`src/rtl/cmd_byte_parser_pkg.sv`:
```
// Shared constants and types for the host-link command parser: opcodes,
// default field widths (common with memory_interface) and the FSM state encoding.
package cmd_byte_parser_pkg;

    localparam int         DEF_KEY_WIDTH   = 64;
    localparam int         DEF_VALUE_WIDTH = 64;
    localparam int         DEF_TTL_WIDTH   = 32;

    localparam logic [7:0] DEF_OP_GET = 8'h01;
    localparam logic [7:0] DEF_OP_SET = 8'h02;

    typedef enum logic [2:0] {
        S_OP    = 3'd0,
        S_KEY   = 3'd1,
        S_VAL   = 3'd2,
        S_TTL   = 3'd3,
        S_ISSUE = 3'd4,
        S_WAIT  = 3'd5
    } state_e;

    function automatic int max3(input int a, input int b, input int c);
        int m;
        m = (a > b) ? a : b;
        return (m > c) ? m : c;
    endfunction

    // Counter must be able to hold the byte count of the widest field.
    function automatic int cnt_width(input int key_w, input int value_w, input int ttl_w);
        return $clog2(max3(key_w, value_w, ttl_w) / 8 + 1);
    endfunction

endpackage

```
`src/rtl/cmd_byte_parser_if.sv`:
```
// Byte-stream input, cache command output and status signals of the parser.
// master = parser side, slave = host link / memory_interface side.
interface cmd_byte_parser_if #(
    parameter int KEY_WIDTH   = 64,
    parameter int VALUE_WIDTH = 64,
    parameter int TTL_WIDTH   = 32
);
    logic                   in_valid;
    logic [7:0]             in_data;
    logic                   in_ready;

    logic                   cmd_valid;
    logic                   cmd_write;
    logic [KEY_WIDTH-1:0]   cmd_key;
    logic [VALUE_WIDTH-1:0] cmd_value;
    logic [TTL_WIDTH-1:0]   cmd_ttl;
    logic                   cmd_ready;
    logic                   txn_done;

    logic                   busy;
    logic                   err_opcode;

    modport master (
        input  in_valid, in_data, cmd_ready, txn_done,
        output in_ready, cmd_valid, cmd_write, cmd_key, cmd_value, cmd_ttl,
               busy, err_opcode
    );

    modport slave (
        output in_valid, in_data, cmd_ready, txn_done,
        input  in_ready, cmd_valid, cmd_write, cmd_key, cmd_value, cmd_ttl,
               busy, err_opcode
    );

endinterface

```
`src/rtl/cmd_byte_parser.sv`:
```
// Assembles opcode/key/value/TTL bytes into one cache command and holds it
// stable from issue until memory_interface reports the transaction done.
module cmd_byte_parser
    import cmd_byte_parser_pkg::*;
#(
    parameter int         KEY_WIDTH   = DEF_KEY_WIDTH,
    parameter int         VALUE_WIDTH = DEF_VALUE_WIDTH,
    parameter int         TTL_WIDTH   = DEF_TTL_WIDTH,
    parameter logic [7:0] OP_GET      = DEF_OP_GET,
    parameter logic [7:0] OP_SET      = DEF_OP_SET
) (
    input  logic              clk,
    input  logic              rst_n,
    cmd_byte_parser_if.master bus
);

    localparam int CNT_W = cnt_width(KEY_WIDTH, VALUE_WIDTH, TTL_WIDTH);

    localparam logic [CNT_W-1:0] KEY_LAST   = CNT_W'(KEY_WIDTH / 8 - 1);
    localparam logic [CNT_W-1:0] VALUE_LAST = CNT_W'(VALUE_WIDTH / 8 - 1);
    localparam logic [CNT_W-1:0] TTL_LAST   = CNT_W'(TTL_WIDTH / 8 - 1);

    state_e                 state_q, state_d;
    logic [CNT_W-1:0]       cnt_q, cnt_d;
    logic                   write_q, write_d;
    logic                   valid_q, valid_d;
    logic                   err_q, err_d;
    logic [KEY_WIDTH-1:0]   key_q, key_d;
    logic [VALUE_WIDTH-1:0] value_q, value_d;
    logic [TTL_WIDTH-1:0]   ttl_q, ttl_d;

    logic                   in_ready;
    logic                   accept;

    // Ready depends on state only so the host link never sees a comb path back from in_valid.
    assign in_ready = (state_q != S_ISSUE) && (state_q != S_WAIT);
    assign accept   = bus.in_valid && in_ready;

    always_comb begin
        // NOTE: every next-state signal gets its hold value first; a path that
        // forgets to assign one would otherwise infer a latch.
        state_d = state_q;
        cnt_d   = cnt_q;
        write_d = write_q;
        valid_d = valid_q;
        err_d   = 1'b0;
        key_d   = key_q;
        value_d = value_q;
        ttl_d   = ttl_q;

        case (state_q)
            S_OP: begin
                if (accept) begin
                    if (bus.in_data == OP_GET || bus.in_data == OP_SET) begin
                        write_d = (bus.in_data == OP_SET);
                        key_d   = '0;
                        value_d = '0;
                        ttl_d   = '0;
                        cnt_d   = '0;
                        state_d = S_KEY;
                    end else begin
                        err_d = 1'b1;
                    end
                end
            end

            S_KEY: begin
                if (accept) begin
                    key_d = (key_q << 8) | KEY_WIDTH'(bus.in_data);
                    if (cnt_q == KEY_LAST) begin
                        cnt_d = '0;
                        if (write_q) begin
                            state_d = S_VAL;
                        end else begin
                            state_d = S_ISSUE;
                            valid_d = 1'b1;
                        end
                    end else begin
                        cnt_d = cnt_q + 1'b1;
                    end
                end
            end

            S_VAL: begin
                if (accept) begin
                    value_d = (value_q << 8) | VALUE_WIDTH'(bus.in_data);
                    if (cnt_q == VALUE_LAST) begin
                        cnt_d   = '0;
                        state_d = S_TTL;
                    end else begin
                        cnt_d = cnt_q + 1'b1;
                    end
                end
            end

            S_TTL: begin
                if (accept) begin
                    ttl_d = (ttl_q << 8) | TTL_WIDTH'(bus.in_data);
                    if (cnt_q == TTL_LAST) begin
                        cnt_d   = '0;
                        state_d = S_ISSUE;
                        valid_d = 1'b1;
                    end else begin
                        cnt_d = cnt_q + 1'b1;
                    end
                end
            end

            S_ISSUE: begin
                // cmd_valid falls right after the handshake so the command is launched once.
                if (bus.cmd_ready) begin
                    valid_d = 1'b0;
                    state_d = S_WAIT;
                end
            end

            S_WAIT: begin
                if (bus.txn_done) begin
                    state_d = S_OP;
                end
            end

            default: begin
                valid_d = 1'b0;
                state_d = S_OP;
            end
        endcase
    end

    // NOTE: the command fields are reset along with the control state because
    // they are outputs that must read zero straight out of reset.
    always_ff @(posedge clk or negedge rst_n) begin
        if (!rst_n) begin
            state_q <= S_OP;
            cnt_q   <= '0;
            write_q <= 1'b0;
            valid_q <= 1'b0;
            err_q   <= 1'b0;
            key_q   <= '0;
            value_q <= '0;
            ttl_q   <= '0;
        end else begin
            // NOTE: non-blocking so every flop samples the pre-edge values.
            state_q <= state_d;
            cnt_q   <= cnt_d;
            write_q <= write_d;
            valid_q <= valid_d;
            err_q   <= err_d;
            key_q   <= key_d;
            value_q <= value_d;
            ttl_q   <= ttl_d;
        end
    end

    assign bus.in_ready   = in_ready;
    assign bus.cmd_valid  = valid_q;
    assign bus.cmd_write  = write_q;
    assign bus.cmd_key    = key_q;
    assign bus.cmd_value  = value_q;
    assign bus.cmd_ttl    = ttl_q;
    assign bus.busy       = (state_q != S_OP);
    assign bus.err_opcode = err_q;

endmodule

```
`src/flat_wrapper.sv`:
```
// flat-port wrapper written by rule: the top's interface ports become plain ports
module cmd_byte_parser_flat import cmd_byte_parser_pkg::*;
#(
    parameter int         KEY_WIDTH   = DEF_KEY_WIDTH,
    parameter int         VALUE_WIDTH = DEF_VALUE_WIDTH,
    parameter int         TTL_WIDTH   = DEF_TTL_WIDTH,
    parameter logic [7:0] OP_GET      = DEF_OP_GET,
    parameter logic [7:0] OP_SET      = DEF_OP_SET
)
  (clk, rst_n, bus_in_valid, bus_in_data, bus_cmd_ready, bus_txn_done, bus_in_ready, bus_cmd_valid, bus_cmd_write, bus_cmd_key, bus_cmd_value, bus_cmd_ttl, bus_busy, bus_err_opcode);
  cmd_byte_parser_if #(.KEY_WIDTH(KEY_WIDTH), .VALUE_WIDTH(VALUE_WIDTH), .TTL_WIDTH(TTL_WIDTH)) bus_i ();
  input  logic clk;
  input  logic rst_n;
  input wire logic [$bits(bus_i.in_valid)-1:0] bus_in_valid;
  input wire logic [$bits(bus_i.in_data)-1:0] bus_in_data;
  input wire logic [$bits(bus_i.cmd_ready)-1:0] bus_cmd_ready;
  input wire logic [$bits(bus_i.txn_done)-1:0] bus_txn_done;
  output wire logic [$bits(bus_i.in_ready)-1:0] bus_in_ready;
  output wire logic [$bits(bus_i.cmd_valid)-1:0] bus_cmd_valid;
  output wire logic [$bits(bus_i.cmd_write)-1:0] bus_cmd_write;
  output wire logic [$bits(bus_i.cmd_key)-1:0] bus_cmd_key;
  output wire logic [$bits(bus_i.cmd_value)-1:0] bus_cmd_value;
  output wire logic [$bits(bus_i.cmd_ttl)-1:0] bus_cmd_ttl;
  output wire logic [$bits(bus_i.busy)-1:0] bus_busy;
  output wire logic [$bits(bus_i.err_opcode)-1:0] bus_err_opcode;
  assign bus_i.in_valid = bus_in_valid;
  assign bus_i.in_data = bus_in_data;
  assign bus_i.cmd_ready = bus_cmd_ready;
  assign bus_i.txn_done = bus_txn_done;
  assign bus_in_ready = bus_i.in_ready;
  assign bus_cmd_valid = bus_i.cmd_valid;
  assign bus_cmd_write = bus_i.cmd_write;
  assign bus_cmd_key = bus_i.cmd_key;
  assign bus_cmd_value = bus_i.cmd_value;
  assign bus_cmd_ttl = bus_i.cmd_ttl;
  assign bus_busy = bus_i.busy;
  assign bus_err_opcode = bus_i.err_opcode;
  cmd_byte_parser #(.KEY_WIDTH(KEY_WIDTH), .VALUE_WIDTH(VALUE_WIDTH), .TTL_WIDTH(TTL_WIDTH), .OP_GET(OP_GET), .OP_SET(OP_SET)) u_core (.clk(clk), .rst_n(rst_n), .bus(bus_i));
endmodule
```
`config.mk`:
```
export PLATFORM = sky130hd
export DESIGN_NAME = cmd_byte_parser_flat
export DESIGN_NICKNAME = d
export VERILOG_FILES = /design/src/rtl/cmd_byte_parser_pkg.sv /design/src/rtl/cmd_byte_parser_if.sv /design/src/rtl/cmd_byte_parser.sv /design/src/flat_wrapper.sv
export SDC_FILE = /design/constraint.sdc
export NUM_CORES = 1
export LEC_CHECK = 0
export CORE_ASPECT_RATIO = 0.5
export CORE_MARGIN = 1
export CORE_UTILIZATION = 55
export CTS_BUF_LIST = sky130_fd_sc_hd__clkbuf_4 sky130_fd_sc_hd__clkbuf_8
export CTS_CLUSTER_SIZE = 24
export DETAILED_ROUTE_END_ITERATION = 12
export DONT_BUFFER_PORTS = 1
export PLACE_DENSITY = 0.73
export RECOVER_POWER = 50
export SYNTH_ARGS = -nofsm -noshare
export SYNTH_HDL_FRONTEND = slang
export SYNTH_SLANG_ARGS = --single-unit
```
`constraint.sdc`:
```
create_clock -name clk -period 1.75 [get_ports clk]
set_clock_uncertainty 0.15 [all_clocks]
set_input_delay 0.175 -clock clk [delete_from_list [all_inputs] [get_ports clk]]
set_output_delay 0.175 -clock clk [all_outputs]
set_load 0.005 [all_outputs]
```
==> run summary <==
FF+latch area = 0.00426 sq mm
Largest net degree at the start of global routing = 171
Clk root buf = clkbuf_8
CTS sink cnt = 170
Final hold slack = -0.719 ns
Layout cells sized above 1 = 0.180
Row count = 28
RSZ-0062 raised after global routing = true
Final HPWL DP = 9570 microns
H-tree depth = 4
Met1 wire length = 7660 microns
Ant. Diodes = 0
Placed cell count = 735
Via count = 4,592
Antenna violations before repair = 0
GPL Wtd Cong = 0.839
Pwr dens = 962 mW/mm^2
Avg Cell Area, Syn = 12.2 sq um
Clk_lat worst skew = 0.44 ns
Remaining DRCs = 0
Die Span X = 161 microns
Sequential-to-total area share from yosys stat = 0.610
Max layer used = met4
FFs w/ async S/R, synth = 1.00
Non-Filler Instances = 803
First-pass GRT wire length = 23,100 microns
Synth top area cells = dfrtp_1 61%, a22o_1 12%, mux2i_1 9.5%, inv_1 3.6%, nand2_1 3.6%
Time the worst path needs with I/O delays and setup = 1.83 ns
Peak supply drop = 0.000440 V
Max FO, Critical Path = 4
Cell Area, Synth = 0.00697 sq mm
Num CTS Buffers = 17
Final setup TNS = -0.135 ns
Final hold viol count = 170
Arrival time worst endpoint = 2.01 ns
Cell count after synthesis = 572
Initial core utilization = 0.577
Kind of critical path = reg2reg
Met2 routed WL = 7540 microns
Most frequent cell after synthesis = dfrtp_1
Floorplan core area = 0.0121 sq mm
Total Routed Length = 16,400 microns
Crit. End Element = flip-flop
Fill cells = 872
Syn. warnings = 0
Worst EP required = 1.93 ns
Port Buf Inserts = 0
Clock slew seen by the registers of the worst setup and hold paths = 0.09 ns
Met3 Wirelength = 1140 microns
Synth Register Bits = 170
Drt first pass iters = 4
Gr ovfl total = 0
Die height = 81.6 microns
Synth top cells by count = 170 x dfrtp_1, 97 x a22o_1, 67 x inv_1, 67 x nand2_1, 66 x mux2i_1
Final WS setup = -0.0802 ns
EDFF count, synth = 0
Leak pwr = 3.86 nW
Leading area contributor after synthesis = dfrtp_1
Yosys cell types = 42
Final Setup Violations = 6
Final Cycle Share = 1.05
DR iter-0 viols = 343
Achievable Freq = 546 MHz
Maxcap violations = 0
Nets@finish = 639
Least-Margin Pin Slew = 0.454 ns
Area growth from synthesis to layout = 19.9%
Synth Net Count = 586
Top FF cell, synth = dfrtp_1
CTS tree = built
Failing checks = negative hold slack, negative setup slack
Status = complete, but fails checks
Worst Hold Class = in2async
Vias in the first global route = 4,212
Wirelength per Cell = 20.5 microns
Die area = 0.0132 sq mm
Relative slew margins = 0.689
Top cell type's share of synthesized area = 0.610
DR vias/cell = 5.72
Startpoint Class = flip-flop
Final number of max-transition violations = 0
Ports = 178
Total global-route track usage = 0.230
Multi-input logic area = 0.00234 sq mm
DRT antenna net count = 0
Max Root-Sink Buffers = 2
-- registers in the layout, indices dropped and copies added, names as in the netlist --
signal / cells
u_core.cnt_q: 4
u_core.state_q: 3
u_core.bus.cmd_value: 64
u_core.bus.cmd_key: 64
u_core.bus.err_opcode: 1
u_core.bus.cmd_ttl: 32
u_core.bus.cmd_valid: 1
u_core.bus.cmd_write: 1
-- layout make-up --
type                    count  share of cell area
flip-flops and latches    170               0.509
multi-input cells         297               0.279
repair buffers             72               0.112
inverters                  67              0.0301
clock buffers              18              0.0289
well taps                 165              0.0247
clock inverters            14              0.0163
-- per-layer routing --
| layer | global-route usage | vias up |
|---|---|---|
| li1 | - | 2106 |
| met1 | 0.317 | 2336 |
| met2 | 0.344 | 140 |
| met3 | 0.0793 | 10 |
| met4 | 0.0726 | 0 |
| met5 | 0 | - |
-- repair_timing --
| item | 4_1_cts | 5_1_grt |
|---|---|---|
| hold buffers | 10 | 1 |
| setup buffers | 1 | 10 |
| gates cloned | 2 | 12 |
| hold endpoints to repair | 202 | 174 |
| pin swaps | 2 | 9 |
| setup endpoints to repair | 159 | 164 |
| gates resized for setup | 8 | 35 |
-- logic make-up after synthesis --
family          synth area share
mux                       0.0947
compound gates             0.150
simple gates              0.0684
fa+ha+maj                0.00179
flops                      0.610
buf+inv                   0.0727
xor+xnor                 0.00251
-- through the flow --
step                worst slack [ns]  total power (W)  instance area, sq um  hold slack (ns)  utilization
finish                       -0.0802          0.00805                  8360           -0.719        0.692
global route                  -0.136          0.00842                  8360           -0.772        0.692
CTS                          -0.0861          0.00807                  7920           -0.754        0.655
detailed placement            -0.278          0.00544                  7340           -0.268        0.607
global placement              -0.228          0.00540                  7340           -0.266        0.607
floorplan                     0.0275          0.00518                  6970           -0.271            -
-- power breakdown --
part | total [W] | internal [W] | leakage, nW | switching (W)
Combinational | 0.000622 | 0.000352 | 1.60 | 0.000271
Sequential | 0.00482 | 0.00434 | 2.07 | 0.000485
Clock | 0.00260 | 0.00106 | 0.187 | 0.00154
-- critical path, cell delays in order (launching register included) --
cell	delay, ns
dfrtp_1	0.43
ha_4	0.19
and4b_2	0.23
a2111oi_0	0.46
o31ai_1	0.17
o31ai_1	0.11
-- placed cells by master (no fill, tap or decap), types with 5 or more instances in the layout --
cell type	Yosys	layout
buf_4	6	28
inv_1	67	66
clkbuf_8	0	17
a22o_1	97	97
o21ai_1	6	5
clkbuf_16	0	8
nand2_1	67	67
dlygate4sd3_1	0	11
buf_6	2	10
buf_12	0	10
mux2i_1	66	66
nor2b_1	5	5
dfrtp_1	170	168
-- final timing paths --
path | endpoint | depth (start not counted) | slack [ns] | start
worst min register to register | u_core.bus.cmd_key[59] | 1 | 0.38 | u_core.bus.cmd_key[59]
worst min-delay path | u_core.cnt_q[0] | 0 | -0.72 | rst_n
min in group clk | u_core.cnt_q[1] | 4 | 0.03 | bus_in_valid
max in group asynchronous | u_core.bus.cmd_value[46] | 0 | 1.87 | rst_n
worst max register to register | u_core.state_q[0] | 5 | -0.08 | u_core.cnt_q[1]
worst max-delay path | u_core.state_q[0] | 5 | -0.08 | u_core.cnt_q[1]
No activity file was read; power rests on OpenSTA's default activity.
